### src/rtl/sd_spi_pkg.sv
// -----------------------------------------------------------------------------
// sd_spi_pkg
// Shared types and constants for the microSD SPI-mode command sequencer:
//   - sequencer state encoding and post-gap dispatch kinds
//   - command indices, fixed arguments and frame CRC bytes
//   - error codes reported on err_code
//   - idle (0xFF) and start-of-data token (0xFE) bytes
// Helper functions build the 32-bit argument and CRC byte for a command.
// -----------------------------------------------------------------------------
package sd_spi_pkg;

  typedef enum logic [3:0] {
    ST_DUMMY,   // init clocks with chip select high
    ST_CMD,     // six frame bytes
    ST_R1,      // poll for R1 (bit 7 clear)
    ST_EXTRA,   // trailing R7 bytes after CMD8
    ST_TOKEN,   // poll for start-of-data token
    ST_DATA,    // 512 payload bytes
    ST_CRC,     // two data CRC bytes, discarded
    ST_GAP,     // chip select high, one 0xFF byte
    ST_IDLE,    // initialised, waiting for rd_req
    ST_ERR      // sticky init failure
  } state_e;

  // What the gap byte leads into when no error is pending.
  typedef enum logic [1:0] {
    POST_CMD,        // issue next_idx as the next command
    POST_INIT_DONE,  // card ready, enter IDLE with init_done
    POST_READ_DONE   // block read complete, strobe rd_done
  } post_e;

  typedef enum logic [2:0] {
    ERR_NONE       = 3'd0,
    ERR_R1_TIMEOUT = 3'd1,
    ERR_CMD0       = 3'd2,
    ERR_CMD8       = 3'd3,
    ERR_ACMD41     = 3'd4,
    ERR_CMD17      = 3'd5,
    ERR_TOKEN      = 3'd6
  } err_e;

  localparam logic [5:0] IDX_CMD0   = 6'd0;
  localparam logic [5:0] IDX_CMD8   = 6'd8;
  localparam logic [5:0] IDX_CMD17  = 6'd17;
  localparam logic [5:0] IDX_ACMD41 = 6'd41;
  localparam logic [5:0] IDX_CMD55  = 6'd55;

  localparam logic [7:0] CRC_CMD0    = 8'h95;
  localparam logic [7:0] CRC_CMD8    = 8'h87;
  localparam logic [7:0] CRC_DEFAULT = 8'h01;

  localparam logic [31:0] ARG_CMD8   = 32'h0000_01AA;
  localparam logic [31:0] ARG_ACMD41 = 32'h4000_0000;  // HCS set

  localparam logic [7:0] BYTE_IDLE  = 8'hFF;
  localparam logic [7:0] BYTE_TOKEN = 8'hFE;
  localparam logic [7:0] R1_IDLE    = 8'h01;
  localparam logic [7:0] R1_READY   = 8'h00;
  localparam logic [7:0] CMD8_ECHO  = 8'hAA;

  function automatic logic [31:0] cmd_arg(input logic [5:0] idx, input logic [31:0] addr);
    logic [31:0] a;
    a = 32'h0;
    if (idx == IDX_CMD8)        a = ARG_CMD8;
    else if (idx == IDX_ACMD41) a = ARG_ACMD41;
    else if (idx == IDX_CMD17)  a = addr;
    return a;
  endfunction

  // Only CMD0 and CMD8 are checked by the card in SPI mode; others get a dummy CRC with stop bit.
  function automatic logic [7:0] cmd_crc(input logic [5:0] idx);
    logic [7:0] c;
    c = CRC_DEFAULT;
    if (idx == IDX_CMD0)      c = CRC_CMD0;
    else if (idx == IDX_CMD8) c = CRC_CMD8;
    return c;
  endfunction

endpackage

### src/rtl/sd_cmd_frame_mux.sv
// -----------------------------------------------------------------------------
// sd_cmd_frame_mux
// Combinational selector for one byte of a 6-byte SPI command frame:
//   {0x40|idx, arg[31:24], arg[23:16], arg[15:8], arg[7:0], crc}
// Ports:
//   idx_i   [5:0]  command index
//   arg_i   [31:0] command argument
//   sel_i   [2:0]  byte position 0..5 (6/7 return 0xFF)
//   byte_o  [7:0]  selected frame byte
// -----------------------------------------------------------------------------
module sd_cmd_frame_mux
  import sd_spi_pkg::*;
(
  input  logic [5:0]  idx_i,
  input  logic [31:0] arg_i,
  input  logic [2:0]  sel_i,
  output logic [7:0]  byte_o
);

  always_comb begin
    byte_o = BYTE_IDLE;
    unique case (sel_i)
      3'd0:    byte_o = {2'b01, idx_i};
      3'd1:    byte_o = arg_i[31:24];
      3'd2:    byte_o = arg_i[23:16];
      3'd3:    byte_o = arg_i[15:8];
      3'd4:    byte_o = arg_i[7:0];
      3'd5:    byte_o = cmd_crc(idx_i);
      default: byte_o = BYTE_IDLE;
    endcase
  end

endmodule

### src/rtl/sd_spi_cmd_seq.sv
// -----------------------------------------------------------------------------
// sd_spi_cmd_seq
// Command sequencer in front of an SPI byte engine. After reset it runs SD
// SPI-mode initialisation (dummy clocks, CMD0, CMD8, CMD55/ACMD41 loop) and then
// serves single-block CMD17 reads. Owns chip select and every byte issued.
// Ports:
//   clk, reset         clock, asynchronous active-low reset
//   rd_req, rd_addr    block read request and block address
//   rd_busy            read in progress
//   rd_data, rd_valid  payload byte stream (512 strobes per block)
//   rd_done            one-cycle end-of-read strobe (success or error)
//   init_done          card initialised
//   err, err_code      error flag and cause
//   spi_en, spi_tx     byte start pulse and byte to send
//   spi_rx, spi_done   received byte and transfer-complete pulse
//   spi_cs_n           card chip select, active-low
// -----------------------------------------------------------------------------
module sd_spi_cmd_seq
  import sd_spi_pkg::*;
#(
  parameter int INIT_DUMMY_BYTES = 10,
  parameter int RESP_TIMEOUT     = 8,
  parameter int ACMD41_RETRIES   = 1000,
  parameter int TOKEN_TIMEOUT    = 4096
) (
  input  logic        clk,
  input  logic        reset,
  input  logic        rd_req,
  input  logic [31:0] rd_addr,
  output logic        rd_busy,
  output logic [7:0]  rd_data,
  output logic        rd_valid,
  output logic        rd_done,
  output logic        init_done,
  output logic        err,
  output logic [2:0]  err_code,
  output logic        spi_en,
  output logic [7:0]  spi_tx,
  input  logic [7:0]  spi_rx,
  input  logic        spi_done,
  output logic        spi_cs_n
);

  localparam logic [9:0]  DUMMY_LAST = 10'(INIT_DUMMY_BYTES - 1);
  localparam logic [12:0] R1_LAST    = 13'(RESP_TIMEOUT - 1);
  localparam logic [12:0] TOKEN_LAST = 13'(TOKEN_TIMEOUT - 1);
  localparam logic [9:0]  RETRY_LAST = 10'(ACMD41_RETRIES - 1);
  localparam logic [9:0]  DATA_LAST  = 10'd511;

  state_e      state_q, state_d;
  post_e       post_q, post_d;
  err_e        pend_q, pend_d;
  logic [5:0]  cmd_idx_q, cmd_idx_d;
  logic [5:0]  next_idx_q, next_idx_d;
  logic [31:0] addr_q, addr_d;
  logic [9:0]  cnt_q, cnt_d;
  logic [12:0] poll_q, poll_d;
  logic [9:0]  retry_q, retry_d;
  logic        inflight_q, inflight_d;
  logic        spi_en_q, spi_en_d;
  logic [7:0]  spi_tx_q, spi_tx_d;
  logic        cs_n_q, cs_n_d;
  logic        rd_busy_q, rd_busy_d;
  logic [7:0]  rd_data_q, rd_data_d;
  logic        rd_valid_q, rd_valid_d;
  logic        rd_done_q, rd_done_d;
  logic        init_done_q, init_done_d;
  logic        err_q, err_d;
  logic [2:0]  err_code_q, err_code_d;

  logic        issue;
  logic [7:0]  issue_byte;
  logic [7:0]  frame_byte;

  sd_cmd_frame_mux u_frame (
    .idx_i  (cmd_idx_q),
    .arg_i  (cmd_arg(cmd_idx_q, addr_q)),
    .sel_i  (cnt_q[2:0]),
    .byte_o (frame_byte)
  );

  always_comb begin
    state_d     = state_q;
    post_d      = post_q;
    pend_d      = pend_q;
    cmd_idx_d   = cmd_idx_q;
    next_idx_d  = next_idx_q;
    addr_d      = addr_q;
    cnt_d       = cnt_q;
    poll_d      = poll_q;
    retry_d     = retry_q;
    inflight_d  = inflight_q;
    spi_en_d    = 1'b0;
    spi_tx_d    = spi_tx_q;
    cs_n_d      = cs_n_q;
    rd_busy_d   = rd_busy_q;
    rd_data_d   = rd_data_q;
    rd_valid_d  = 1'b0;
    rd_done_d   = 1'b0;
    init_done_d = init_done_q;
    err_d       = err_q;
    err_code_d  = err_code_q;
    issue       = 1'b0;
    issue_byte  = BYTE_IDLE;

    // Every byte-moving state follows the same rhythm: issue one byte when
    // nothing is in flight, then act on spi_done. State and chip-select changes
    // are only made on spi_done, so cs_n never moves mid-byte.
    if (inflight_q && spi_done) inflight_d = 1'b0;

    unique case (state_q)
      ST_DUMMY: begin
        if (!inflight_q) issue = 1'b1;
        else if (spi_done) begin
          if (cnt_q == DUMMY_LAST) begin
            cnt_d     = '0;
            retry_d   = '0;
            cmd_idx_d = IDX_CMD0;
            cs_n_d    = 1'b0;
            state_d   = ST_CMD;
          end else cnt_d = cnt_q + 10'd1;
        end
      end

      ST_CMD: begin
        if (!inflight_q) begin
          issue      = 1'b1;
          issue_byte = frame_byte;
        end else if (spi_done) begin
          if (cnt_q == 10'd5) begin
            cnt_d   = '0;
            poll_d  = '0;
            state_d = ST_R1;
          end else cnt_d = cnt_q + 10'd1;
        end
      end

      ST_R1: begin
        if (!inflight_q) issue = 1'b1;
        else if (spi_done) begin
          if (spi_rx[7]) begin
            if (poll_q == R1_LAST) begin
              pend_d  = ERR_R1_TIMEOUT;
              cs_n_d  = 1'b1;
              state_d = ST_GAP;
            end else poll_d = poll_q + 13'd1;
          end else begin
            case (cmd_idx_q)
              IDX_CMD0: begin
                if (spi_rx != R1_IDLE) pend_d = ERR_CMD0;
                post_d     = POST_CMD;
                next_idx_d = IDX_CMD8;
                cs_n_d     = 1'b1;
                state_d    = ST_GAP;
              end
              IDX_CMD8: begin
                if (spi_rx == R1_IDLE) begin
                  cnt_d   = '0;
                  state_d = ST_EXTRA;
                end else begin
                  pend_d  = ERR_CMD8;
                  cs_n_d  = 1'b1;
                  state_d = ST_GAP;
                end
              end
              IDX_CMD55: begin
                post_d     = POST_CMD;
                next_idx_d = IDX_ACMD41;
                cs_n_d     = 1'b1;
                state_d    = ST_GAP;
              end
              IDX_ACMD41: begin
                cs_n_d     = 1'b1;
                state_d    = ST_GAP;
                post_d     = POST_CMD;
                next_idx_d = IDX_CMD55;
                if (spi_rx == R1_READY) post_d = POST_INIT_DONE;
                else if (spi_rx == R1_IDLE && retry_q != RETRY_LAST) retry_d = retry_q + 10'd1;
                else pend_d = ERR_ACMD41;
              end
              default: begin
                if (spi_rx == R1_READY) begin
                  poll_d  = '0;
                  state_d = ST_TOKEN;
                end else begin
                  pend_d  = ERR_CMD17;
                  cs_n_d  = 1'b1;
                  state_d = ST_GAP;
                end
              end
            endcase
          end
        end
      end

      ST_EXTRA: begin
        if (!inflight_q) issue = 1'b1;
        else if (spi_done) begin
          if (cnt_q == 10'd3) begin
            // Last R7 byte must echo the check pattern sent in the CMD8 argument.
            if (spi_rx != CMD8_ECHO) pend_d = ERR_CMD8;
            post_d     = POST_CMD;
            next_idx_d = IDX_CMD55;
            cs_n_d     = 1'b1;
            state_d    = ST_GAP;
          end else cnt_d = cnt_q + 10'd1;
        end
      end

      ST_TOKEN: begin
        if (!inflight_q) issue = 1'b1;
        else if (spi_done) begin
          if (spi_rx == BYTE_TOKEN) begin
            cnt_d   = '0;
            state_d = ST_DATA;
          end else if (spi_rx == BYTE_IDLE && poll_q != TOKEN_LAST) begin
            poll_d = poll_q + 13'd1;
          end else begin
            pend_d  = ERR_TOKEN;
            cs_n_d  = 1'b1;
            state_d = ST_GAP;
          end
        end
      end

      ST_DATA: begin
        if (!inflight_q) issue = 1'b1;
        else if (spi_done) begin
          rd_valid_d = 1'b1;
          rd_data_d  = spi_rx;
          if (cnt_q == DATA_LAST) begin
            cnt_d   = '0;
            state_d = ST_CRC;
          end else cnt_d = cnt_q + 10'd1;
        end
      end

      ST_CRC: begin
        if (!inflight_q) issue = 1'b1;
        else if (spi_done) begin
          if (cnt_q == 10'd1) begin
            post_d  = POST_READ_DONE;
            cs_n_d  = 1'b1;
            state_d = ST_GAP;
          end else cnt_d = cnt_q + 10'd1;
        end
      end

      ST_GAP: begin
        if (!inflight_q) issue = 1'b1;
        else if (spi_done) begin
          if (pend_q != ERR_NONE) begin
            err_d      = 1'b1;
            err_code_d = pend_q;
            pend_d     = ERR_NONE;
            if (cmd_idx_q == IDX_CMD17) begin
              rd_done_d = 1'b1;
              rd_busy_d = 1'b0;
              state_d   = ST_IDLE;
            end else begin
              init_done_d = 1'b0;
              state_d     = ST_ERR;
            end
          end else begin
            unique case (post_q)
              POST_CMD: begin
                cmd_idx_d = next_idx_q;
                cnt_d     = '0;
                cs_n_d    = 1'b0;
                state_d   = ST_CMD;
              end
              POST_INIT_DONE: begin
                init_done_d = 1'b1;
                state_d     = ST_IDLE;
              end
              default: begin
                rd_done_d = 1'b1;
                rd_busy_d = 1'b0;
                state_d   = ST_IDLE;
              end
            endcase
          end
        end
      end

      ST_IDLE: begin
        // rd_done_q guard drops a request that coincides with the end strobe.
        if (rd_req && init_done_q && !rd_busy_q && !rd_done_q) begin
          addr_d     = rd_addr;
          rd_busy_d  = 1'b1;
          err_d      = 1'b0;
          err_code_d = ERR_NONE;
          cmd_idx_d  = IDX_CMD17;
          cnt_d      = '0;
          cs_n_d     = 1'b0;
          state_d    = ST_CMD;
        end
      end

      default: begin
        state_d = ST_ERR;
      end
    endcase

    if (issue) begin
      spi_en_d   = 1'b1;
      spi_tx_d   = issue_byte;
      inflight_d = 1'b1;
    end
  end

  always_ff @(posedge clk or negedge reset) begin
    if (!reset) begin
      state_q     <= ST_DUMMY;
      post_q      <= POST_CMD;
      pend_q      <= ERR_NONE;
      cmd_idx_q   <= IDX_CMD0;
      next_idx_q  <= IDX_CMD0;
      addr_q      <= '0;
      cnt_q       <= '0;
      poll_q      <= '0;
      retry_q     <= '0;
      inflight_q  <= 1'b0;
      spi_en_q    <= 1'b0;
      spi_tx_q    <= BYTE_IDLE;
      cs_n_q      <= 1'b1;
      rd_busy_q   <= 1'b0;
      rd_data_q   <= '0;
      rd_valid_q  <= 1'b0;
      rd_done_q   <= 1'b0;
      init_done_q <= 1'b0;
      err_q       <= 1'b0;
      err_code_q  <= ERR_NONE;
    end else begin
      state_q     <= state_d;
      post_q      <= post_d;
      pend_q      <= pend_d;
      cmd_idx_q   <= cmd_idx_d;
      next_idx_q  <= next_idx_d;
      addr_q      <= addr_d;
      cnt_q       <= cnt_d;
      poll_q      <= poll_d;
      retry_q     <= retry_d;
      inflight_q  <= inflight_d;
      spi_en_q    <= spi_en_d;
      spi_tx_q    <= spi_tx_d;
      cs_n_q      <= cs_n_d;
      rd_busy_q   <= rd_busy_d;
      rd_data_q   <= rd_data_d;
      rd_valid_q  <= rd_valid_d;
      rd_done_q   <= rd_done_d;
      init_done_q <= init_done_d;
      err_q       <= err_d;
      err_code_q  <= err_code_d;
    end
  end

  assign spi_en    = spi_en_q;
  assign spi_tx    = spi_tx_q;
  assign spi_cs_n  = cs_n_q;
  assign rd_busy   = rd_busy_q;
  assign rd_data   = rd_data_q;
  assign rd_valid  = rd_valid_q;
  assign rd_done   = rd_done_q;
  assign init_done = init_done_q;
  assign err       = err_q;
  assign err_code  = err_code_q;

endmodule
### config.mk
export PLATFORM = sky130hd
export DESIGN_NAME = sd_spi_cmd_seq
export DESIGN_NICKNAME = d
export VERILOG_FILES = /design/src/rtl/sd_spi_pkg.sv /design/src/rtl/sd_cmd_frame_mux.sv /design/src/rtl/sd_spi_cmd_seq.sv
export SDC_FILE = /design/constraint.sdc
export NUM_CORES = 1
export LEC_CHECK = 0
export CAP_MARGIN = 0
export CORE_UTILIZATION = 45
export DETAILED_ROUTE_END_ITERATION = 6
export PLACE_DENSITY = 0.76
export REMOVE_ABC_BUFFERS = 1
export SLEW_MARGIN = 10
export SYNTH_ARGS = -nofsm -noshare
export SYNTH_HDL_FRONTEND = slang
export SYNTH_HIERARCHICAL = 1
export SYNTH_SLANG_ARGS = --single-unit
export TNS_END_PERCENT = 30
### constraint.sdc
create_clock -name clk -period 2.45 [get_ports clk]
set_clock_uncertainty 0.1 [all_clocks]
set_input_delay 0.49 -clock clk [delete_from_list [all_inputs] [get_ports clk]]
set_output_delay 0.49 -clock clk [all_outputs]
set_load 0.05 [all_outputs]
Word level (Yosys, flattened, before mapping):

Cells that the tools add are included.
W data, S select, Z words.

* add/sub/neg operators: 3
* reductions and logical operators: 44
* muxes and demuxes: 204
* equality and inequality tests: 86

Operators with widths (number)
* $mux W10: 37
* $mux W13: 13
* $mux W4: 28
* $mux W32: 3
* $pmux W10 S9: 1
* $mux W6: 14
* $ne A2 B2 Y1 const B: 39
* $mux W3: 25
* $mux W1: 52
* $pmux W8 S6: 1
* $reduce_and A24 Y1: 2
* $pmux W13 S3: 1
* $pmux W4 S9: 1
* $pmux W6 S3: 2
* $mux W8: 4
* $ne A3 B3 Y1 const B: 9
* $reduce_and A26 Y1: 1
* $pmux W3 S4: 2
* $reduce_and A21 Y1: 1
* $add A10 B1 Y10 const B: 2
* $mux W2: 10
* $pmux W10 S2: 1
* $eq A4 B3 Y1 const B: 4
* $eq A8 B8 Y1 const B: 2
* other kinds (57): 82

* flip-flop bits (word level): 113
* logic and storage cells: 357
* output and inout bits: 26
* input bits: 44

Longest topological paths before layout:

Gate-level depths: netlist of the first run.

* word-level depth: 9
* depth in mapped cells: 11
* depth with buffers taken out: 8

Modules after synthesis:

Netlist of the first run, hierarchy kept.

Modules (own cells, without submodules)
* sd_spi_cmd_seq: area each 6000.8 sq um, instances 1, seq. area each 2738.9 sq um, cells an instance 613
* sd_cmd_frame_mux: area each 466.7 sq um, instances 1, seq. area each 0.0 sq um, cells an instance 56

Worst setup path before layout of the first run:

OpenSTA, ideal clock, no wires.

* path type: reg2reg
* from: register poll_q[0]
* to: register poll_q[7]
* slack: -0.096 ns
* arrival: 2.367 ns
* required time: 2.271 ns
* period minus slack after synthesis: 2.546 ns
* stages on the path, launching flop included: 9
* path buffers: 1
* setup time: 0.079 ns
* path through: dfrtp_1 ha_1 nor4bb_1 and3_1 a31o_1 or4b_1 buf_2 or4_1 a21oi_1

* cells in the longest elaborated chain, start to end: 6
* elaborated cells between the ends (all ways): 16
* those cells by class: add/sub: 1; eq/ne: 4; mux: 9; reduce/logical: 2

RTL lines
* start, declared: RTL line sd_spi_cmd_seq.sv:57 `logic [12:0] poll_q, poll_d;`
* start signal, assigned: RTL line sd_spi_cmd_seq.sv:342 `poll_q <= poll_d;`
* $add A13 B1 Y13: RTL line sd_spi_cmd_seq.sv:146, sd_spi_cmd_seq.sv:217
* $mux W13 (on tied branches): RTL line sd_spi_cmd_seq.sv:216, sd_spi_cmd_seq.sv:142
* $mux W13 (on tied branches): RTL line sd_spi_cmd_seq.sv:213, sd_spi_cmd_seq.sv:141
* $mux W13 (on tied branches): RTL line sd_spi_cmd_seq.sv:212, sd_spi_cmd_seq.sv:140
* $mux W13 (on tied branches): RTL line sd_spi_cmd_seq.sv:211, sd_spi_cmd_seq.sv:139
* $pmux W13 S3: RTL line sd_spi_cmd_seq.sv:111 `unique case (state_q)`

Several ways; a longest one is shown, not always the timed one. The select of a mux whose other input is x is not followed.
A chain may end at the register's enable or synchronous reset.

Final worst setup path of the first run:

* from: register cnt_q[8]
* to: register poll_q[5]

* cells in the longest elaborated chain, start to end: 3

RTL lines
* start, declared: RTL line sd_spi_cmd_seq.sv:56 `logic [9:0] cnt_q, cnt_d;`
* start signal, assigned: RTL line sd_spi_cmd_seq.sv:341 `cnt_q <= cnt_d;`
* $eq A10 B3 Y1: RTL line sd_spi_cmd_seq.sv:130 `if (cnt_q == 10'd5) begin`
* $ne A2 B2 Y1 (no line)
* $reduce_and A13 Y1 (no line)

No other way between the ends.

==> flow_summary.toml, run 1 <==
[cells_and_area]
layout_commonest_cell = "buf_4"
fill_cells = 1054
layout_common_cells = "buf_4 (134), dfrtp_1 (98), clkdlybuf4s50_1 (60), nor2_1 (52)"
drive_above_1_share_pct = 35.6
nNetsFinal = 910
diodes = 0
final_cell_area_sq_um = 9220
area_growth_pct = 42.6
postLayoutCoreUtil_pct = 66.2

[cts]
clk_latency_ns = 0.36
cts_tree = "yes"
clk_pin_slew_worst_paths_ns = 0.07
ctsHtreeMaxLevel = 3
clkSinkCount = 109
cts_root_buffer = "clkbuf_16"
cts_buffer_depth = 2
numCtsBuffers = 9

[sta]
hold_viol_final = 5
rsz0062_at_grt = "true"
clock.fmax_mhz = 388
setup_viol = 19
slew_viol_final = 0
fin_crit_sh_pct = 105
whs_ns = -0.0124
maxSlewHeadroom_pct = 55.8
layout_min_cycle_time_ns = 2.58
finalWorstSetupSlack_ns = -0.130
worstMarginPinSlew_ns = 0.654

[pwr]
p_comb_share_pct = 19.3
p_leak_nw = 4.20
p_per_area_nw_per_um2 = 449
power.switching_mw = 1.22
p_int_mw = 2.93
ir_drop_uv = 297
swShare_pct = 29.4
sequentialPowerShare_pct = 45.3
pwr-share-clk_pct = 35.5

[place]
place_area_sq_um = 8170
hpwl_microns = 13400
globalplace.congestion = 0.961
port_buffers = 69

[floorplan]
num_rows = 43
core_area_sq_um = 13900
io_pins = 70
die_w_microns = 122
dieArea_sq_um = 14900
fp.dieH_microns = 122
start_util_pct = 46.4

[run_status]
outcome = "complete, but fails checks"
failed_checks = "negative hold slack, negative setup slack"

[logic_synthesis]
synth.avg_cell_area_sq_um = 9.67
synth_top_area_cell = "dfrtp_1"
synth_cell_type_count = 81
syn_inst = 669
synth_ff_type = "dfrtp_1"
synth_edf_count = 0
ys_top_cells_by_area = "dfrtp_1 (39%), mux2_2 (9.1%), dfstp_2 (3.7%), nor2_1 (3.2%), and2_1 (2.8%)"
synth_seq_cells = 109
async_reset_ff_share_pct = 100
synth_top_area_share_pct = 38.7
ys_warn_count = 6
ys_seq_area_share_pct = 42.3
synthesis.area_sq_um = 6470

[setup_path]
worstSetupPathType = "flip-flop to flip-flop"
reg2reg_depth = 7
required_ns = 2.65
reg2reg_from = "cnt_q[8]"
critPathLaunchType = "flip-flop"
worst_setup_path_end_kind = "flip-flop"
critPathLaunch = "cnt_q[8]"
crit_path_max_fanout = 6
cp.arrival_ns = 2.78

[route]
remaining_drc_errors = 0
avgViaCountPerCell = 5.81
ant_nets = 0
wirelength_microns = 19300
dr.pass1.iters = 5
drtIter0Drc = 593
vias = 6084
wl_per_cell_microns = 18.5

[global_route]
grt_pass1_wl_microns = 30800
grtUsageMet2_pct = 42.9
grt_pass1_vias = 6062
grt_util_met3_pct = 4.17
top_usage_layer = "met2"
antenna_found_initial = 0
use_met1_pct = 35.5
overflow = 0
grt_max_degree = 45
grt_usage_pct = 26.6

[flow_run]
drv_cap = 0

[hold_path]
hp-class = "input port to async pin"
## through the flow
| stage | TNS, ns | hold slack, ns | cells | setup slack, ns | power (mW) |
|---|---|---|---|---|---|
| finish | -0.905 | -0.0124 | 1047 | -0.130 | 4.14 |
| CTS | -0.509 | 0.00641 | 1035 | -0.0588 | 4.12 |
| floorplan | -7.87 | 0.0944 | 625 | -0.378 | 2.29 |
| global route | -2.88 | 0.0239 | 1047 | -0.177 | 4.30 |
| detailed placement | -18.48 | 0.378 | 1001 | -0.759 | 2.64 |
| global placement | -15.56 | 0.374 | 1001 | -0.649 | 2.62 |
## critical path, stage by stage (launching register included)
cell     delay, ns
dfrtp_1       0.41
nor4_4        0.42
a41oi_4       0.22
or4b_4        0.60
buf_6         0.15
buf_6         0.11
or3_1         0.37
a21oi_2       0.12
## cell type report
class,instances,area (sq um),area share (%)
clock inverter,6,52.6,0.570
clock buffer,10,239,2.59
tap,180,225,2.44
multi-input combinational,501,3910,42.4
inverter,16,60.1,0.651
timing repair buffer,225,1990,21.6
sequential,109,2740,29.7
## power groups by stage
stage | registers (mW) | clock network [mW] | logic [mW]
after floorplan | 1.99 | 0 | 0.296
after global placement | 1.90 | 0 | 0.721
after detailed placement | 1.90 | 0 | 0.739
after CTS | 1.87 | 1.49 | 0.759
after global routing | 1.88 | 1.56 | 0.864
final | 1.87 | 1.47 | 0.798
## registers in the layout (all words and copies together), names as in the netlist, 4 cells and up
name	flops
rd_data	8
poll_q	13
cmd_idx_q	5
retry_q	10
cnt_q	10
state_q	4
addr_q	32
spi_tx	8
## kinds of logic (layout without fill, tap and decap cells)
group	Yosys count	count (layout)	share of synthesized area, %
AO/OA/AOI/OAI	152	152	16.5
buffers and inverters	60	257	4.29
adder cells (fa/ha/maj)	4	4	0.774
multiplexers	58	58	10.0
AND/OR/NAND/NOR	276	277	24.7
flip-flops	109	109	42.3
XOR/XNOR	10	10	1.35
## worst paths after layout
| kind | endpoint | slack, ns |
|---|---|---|
| max | poll_q[5] | -0.13 |
| min | rd_data[0] | -0.01 |
| max reg2reg | poll_q[5] | -0.13 |
| min reg2reg | err | 0.40 |
| max in group asynchronous | spi_tx[0] | 1.59 |
| min in group clk | rd_data[6] | 0.36 |
## what timing repair did
item,in CTS,in global routing
buffers inserted,18,11
resized for setup,47,63
gates cloned,1,1
hold buffers,0,0
setup endpoints to repair,44,76
pin swaps,24,36
## synth_stat cells (all sizes together), types with 4 or more instances
cell	number
a31oi	5
o211ai	6
mux2	53
o31ai	9
nand2	46
a22o	10
nor2b	14
and3	5
or3	12
a22oi	8
inv	16
dfrtp	100
nor4	18
buf	20
o21ai	23
mux2i	5
nand4	6
clkbuf	24
nor4b	5
ha	4
o21a	5
nor2	56
nor3b	4
nand3	22
a21oi	32
and2	30
or2	4
a21o	19
nand2b	9
nor3	15
xnor2	7
or4	8
dfstp	9
## per-layer routing
metal | up-vias | part of all wire, % | wire length, microns
met5 | - | 0 | 0
met4 | 0 | 2.8 | 546
met3 | 45 | 4.4 | 847
met2 | 178 | 48 | 9370
met1 | 3012 | 44 | 8560
li1 | 2849 | - | -
Power figures use the tool's default switching activity.
==> run 2: changes to the inputs <==
--- a/config.mk
+++ b/config.mk
@@ -6,9 +6,9 @@
 export NUM_CORES = 1
 export LEC_CHECK = 0
 export CAP_MARGIN = 0
-export CORE_UTILIZATION = 45
+export CORE_UTILIZATION = 52
 export DETAILED_ROUTE_END_ITERATION = 6
-export PLACE_DENSITY = 0.76
+export PLACE_DENSITY = 0.85
 export REMOVE_ABC_BUFFERS = 1
 export SLEW_MARGIN = 10
 export SYNTH_ARGS = -nofsm -noshare
==> flow_summary.toml, run 2 (same netlist as run 1, synthesis figures left out) <==
[floorplan]
fp.dieH_microns = 114
num_rows = 40
io_pins = 70
dieArea_sq_um = 12900
core_area_sq_um = 12100
die_w_microns = 114
start_util_pct = 53.6

[cells_and_area]
largest_reg_flops = 32
area_growth_pct = 40.4
top_regs = "addr_q x32, poll_q x13"
top_register = "addr_q"
layout_commonest_cell = "buf_4"
diodes = 0
layout_common_cells = "buf_4 (135), dfrtp_1 (94), clkdlybuf4s50_1 (61), nor2_1 (53), mux2_2 (49)"
nNetsFinal = 900
fill_cells = 781
drive_above_1_share_pct = 37.0

[setup_path]
critPathLaunchType = "flip-flop"
required_ns = 2.64
worst_setup_path_end_kind = "flip-flop"
crit_path_max_fanout = 6
worstSetupPathType = "flip-flop to flip-flop"
cp.arrival_ns = 2.74

[sta]
setup_tns_ns = -0.645
maxSlewHeadroom_pct = 64.4
layout_min_cycle_time_ns = 2.55
hold_viol_final = 4
rsz0062_at_grt = "true"
fin_crit_sh_pct = 104
worstMarginPinSlew_ns = 0.533
slew_viol_final = 0
finalWorstSetupSlack_ns = -0.0954
whs_ns = -0.0103
setup_viol = 13
clock.fmax_mhz = 393

[route]
vias = 6158
avgViaCountPerCell = 6.01
remaining_drc_errors = 0
drtIter0Drc = 518
wirelength_microns = 19400
ant_nets = 0
wl_per_cell_microns = 18.9
dr.pass1.iters = 6

[place]
pre_cts_slack_ns = -0.728
hpwl_microns = 13600
port_buffers = 69
globalplace.congestion = 0.942

[global_route]
grt_pass1_vias = 6042
grt_usage_pct = 29.9
overflow = 0
grt_pass1_wl_microns = 30200
antenna_found_initial = 0
grt_max_degree = 40

[pwr]
ir_drop_uv = 409
p_comb_share_pct = 19.4
power.switching_mw = 1.18
sequentialPowerShare_pct = 45.6
pwr-share-clk_pct = 35.0
swShare_pct = 28.9
p_int_mw = 2.91
p_leak_nw = 4.08
p_per_area_nw_per_um2 = 451

[run_status]
failed_checks = "negative hold slack, negative setup slack"
outcome = "complete, but fails checks"

[cts]
cts_hold_buf = 0
cts_tree = "yes"
clkSinkCount = 109
ctsHtreeMaxLevel = 3
clk_latency_ns = 0.36
cts_buffer_depth = 2
cts_root_buffer = "clkbuf_16"
numCtsBuffers = 9
clk_pin_slew_worst_paths_ns = 0.08

[hold_path]
hp-class = "input port to async pin"

[flow_run]
drv_cap = 0
run 2: cell count changes in the layout (fill, tap and decap cells not counted), moves of 4 or more:
cell,delta
dfrtp_2,+4
a21oi_2,+4
buf_6,-9
dfrtp_1,-4
run 2: area by class of cell:
class / instances / area (sq um) / share of cell area, %
tap: 168 / 210 / 2.31
multi-input combinational: 500 / 3910 / 43.1
timing repair buffer: 216 / 1870 / 20.5
clock buffer: 10 / 239 / 2.63
clock inverter: 6 / 47.5 / 0.523
inverter: 16 / 60.1 / 0.661
sequential: 109 / 2750 / 30.2
run 2: worst max-delay path, cell delays in order, from the launching register on:
cell and delay, ns:
dfrtp_2 0.49, o21ai_2 0.21, o2111ai_1 0.19, a31o_1 0.24
or4b_4 0.52, buf_4 0.16, or4_4 0.42, a21oi_2 0.13
run 2: what timing repair did:
action,4_1_cts,5_1_grt
endpoints found under the setup margin,39,49
pin swaps,20,23
gates resized for setup,42,75
buffers inserted,12,14
run 2: metal layers:
layer | wire length (microns) | track usage (%) | vias to the layer above
met5 | 0 | 0 | -
met4 | 410 | 9.04 | 0
met3 | 1130 | 5.42 | 43
met2 | 9560 | 50.1 | 210
met1 | 8280 | 39.5 | 3081
li1 | - | - | 2824
run 2: power groups by stage:
stage	Sequential (mW)	Combinational, mW	Clock, mW
2_1_floorplan	1.99	0.296	0
3_3_place_gp	1.89	0.709	0
3_5_place_dp	1.90	0.737	0
4_1_cts	1.86	0.748	1.46
5_1_grt	1.87	0.860	1.52
6_report	1.87	0.794	1.43
run 2: per-stage QoR:
| step | std cells | power, mW | hold WS, ns | area (sq um) | util [%] |
|---|---|---|---|---|---|
| detailed placement | 983 | 2.63 | 0.378 | 8090 | 67.1 |
| floorplan | 625 | 2.29 | 0.0944 | 6250 | - |
| finish | 1025 | 4.09 | -0.0103 | 9080 | 75.3 |
| global placement | 983 | 2.60 | 0.379 | 8090 | 67.1 |
| global route | 1025 | 4.25 | 0.0176 | 9080 | 75.3 |
| CTS | 1011 | 4.07 | 0.00324 | 8640 | 71.6 |
run 2: worst paths after layout:
check,to,cells after the start,slack [ns],startpoint
worst max-delay path,poll_q[11],7,-0.1,state_q[0]
worst min-delay path,state_q[1],1,-0.01,reset
worst max register to register,poll_q[11],7,-0.1,state_q[0]
worst min register to register,addr_q[22],1,0.40,addr_q[22]
max in group asynchronous,spi_cs_n,2,1.65,reset
min in group clk,rd_data[4],2,0.38,spi_rx[4]
==> run 3: changes to the inputs <==
--- a/config.mk
+++ b/config.mk
@@ -6,9 +6,9 @@
 export NUM_CORES = 1
 export LEC_CHECK = 0
 export CAP_MARGIN = 0
-export CORE_UTILIZATION = 52
+export CORE_UTILIZATION = 57
 export DETAILED_ROUTE_END_ITERATION = 6
-export PLACE_DENSITY = 0.85
+export PLACE_DENSITY = 0.88
 export REMOVE_ABC_BUFFERS = 1
 export SLEW_MARGIN = 10
 export SYNTH_ARGS = -nofsm -noshare
==> constraint.sdc (replaced) <==
create_clock -name clk -period 2.4 [get_ports clk]
set_clock_uncertainty 0.1 [all_clocks]
set_input_delay 0.48 -clock clk [delete_from_list [all_inputs] [get_ports clk]]
set_output_delay 0.48 -clock clk [all_outputs]
set_load 0.05 [all_outputs]
==> flow_summary.toml, run 3 (same netlist as run 1, synthesis figures left out) <==
[cts]
cts_tree = "yes"
clk_pin_slew_worst_paths_ns = 0.07
cts_buffer_depth = 2
ctsHtreeMaxLevel = 3
cts_root_buffer = "clkbuf_16"
clk_latency_ns = 0.36
numCtsBuffers = 9
clkSinkCount = 109

[route]
routed.top_layer = "met4"
avgViaCountPerCell = 6.22
remaining_drc_errors = 0
routed-wl-met2_microns = 10100
wl_met3_microns = 1180
vias = 6242
drtIter0Drc = 560
ant_nets = 0
dr.pass1.iters = 7
wl_per_cell_microns = 19.9
wirelength_microns = 19900
met1Wirelength_microns = 8040

[hold_path]
hp-class = "input port to flip-flop"

[setup_path]
critPathTopFamily = "simple AND/OR/NAND/NOR gates"
crit_slowest_cell = "or4b_4"
crit_path_max_fanout = 6
worstSetupPathType = "flip-flop to flip-flop"
required_ns = 2.58
worst_setup_path_end_kind = "flip-flop"
path_buf_inv = 2
cp.arrival_ns = 2.80
critPathLaunchType = "flip-flop"
critical_path.max_stage_delay_ns = 0.53
crit_path_cell_trace = "nor4_4 > a41oi_2 > buf_4 > or4b_4 > buf_6 > or4_4 > a21oi_2"

[cells_and_area]
top_register = "addr_q"
nNetsFinal = 906
final_cells = 1003
area_growth_pct = 38.4
fill_cells = 642
largest_reg_flops = 32
layout_commonest_cell = "buf_4"
register_area_sq_um = 2750
postLayoutCoreUtil_pct = 81.9
diodes = 0
multiInputGateArea_sq_um = 3760
final_cell_area_sq_um = 8950
top_regs = "addr_q x32, poll_q x13"
layout_common_cells = "buf_4 (139), dfrtp_1 (95), clkdlybuf4s50_1 (63), nor2_1 (53), mux2_2 (48)"
drive_above_1_share_pct = 34.4

[floorplan]
io_pins = 70
fp.dieH_microns = 109
num_rows = 38
dieArea_sq_um = 11800
die_w_microns = 109
start_util_pct = 59.1
core_area_sq_um = 10900

[sta]
hold_viol_final = 0
worstMarginPinSlew_ns = 0.524
maxSlewHeadroom_pct = 65.0
layout_min_cycle_time_ns = 2.62
fin_crit_sh_pct = 109
slew_viol_final = 0
rsz0062_at_grt = "true"
finalWorstSetupSlack_ns = -0.217
setup_viol = 35
clock.fmax_mhz = 382

[global_route]
grt_usage_pct = 34.3
grt_pass1_vias = 6279
antenna_found_initial = 0
grt_max_degree = 37
overflow = 0
grt_pass1_wl_microns = 30800

[pwr]
sequentialPowerShare_pct = 45.1
ir_drop_uv = 666
power.switching_mw = 1.17
p_comb_share_pct = 18.9
swShare_pct = 27.6
p_leak_nw = 4.10
p_int_mw = 3.07
p_per_area_nw_per_um2 = 474
pwr-share-clk_pct = 36.0

[run_status]
outcome = "complete, but fails checks"
failed_checks = "negative setup slack"

[place]
place_area_sq_um = 8160
hpwl_microns = 14200
port_buffers = 69
place_inst = 970
globalplace.congestion = 0.960
pre_cts_slack_ns = -0.830

[flow_run]
drv_cap = 0
[run 3: worst paths after layout]
check	startpoint	slack, ns	depth (start not counted)	to
worst max-delay path	cnt_q[5]	-0.22	7	poll_q[12]
worst min-delay path	spi_rx[3]	0.35	2	rd_data[3]
worst max register to register	cnt_q[5]	-0.22	7	poll_q[12]
worst min register to register	err	0.40	2	err
max in group asynchronous	reset	0.98	3	spi_tx[4]
min in group asynchronous	reset	0.49	2	rd_data[7]
[run 3: power groups by stage]
stage / logic (mW) / clock network (mW) / registers, mW
floorplan: 0.302 / 0 / 2.03
global placement: 0.718 / 0 / 1.94
detailed placement: 0.750 / 0 / 1.94
CTS: 0.759 / 1.54 / 1.91
global route: 0.861 / 1.61 / 1.91
finish: 0.803 / 1.53 / 1.91
[run 3: stage by stage]
step | hold WS, ns | TNS, ns | power (mW)
after floorplan | 0.0844 | -10.07 | 2.33
after global placement | 0.335 | -18.29 | 2.65
after detailed placement | 0.344 | -20.98 | 2.69
after CTS | 0.399 | -1.87 | 4.20
after global routing | 0.365 | -7.30 | 4.39
final | 0.354 | -3.56 | 4.24
[run 3: area by class of cell]
class | count | area share (%)
multi-input cells | 500 | 42.0
flip-flops and latches | 109 | 30.7
repair buffers | 222 | 21.4
clock buffers | 13 | 2.80
well taps | 140 | 1.96
inverters | 16 | 0.671
clock inverters | 3 | 0.503
[run 3: timing repair]
| action | 4_1_cts | 5_1_grt |
|---|---|---|
| setup endpoints to repair | 44 | 48 |
| resized for setup | 38 | 46 |
| endpoints found under the hold margin | 26 | 0 |
| pin swaps | 26 | 15 |
| buffers inserted | 11 | 8 |
| hold buffers | 1 | 0 |
[run 3: metal layers]
layer  up-vias  global-route usage, %
li1       2836                      -
met1      3100                   42.7
met2       258                   59.1
met3        48                   6.57
met4         0                   12.6
met5         -                      0
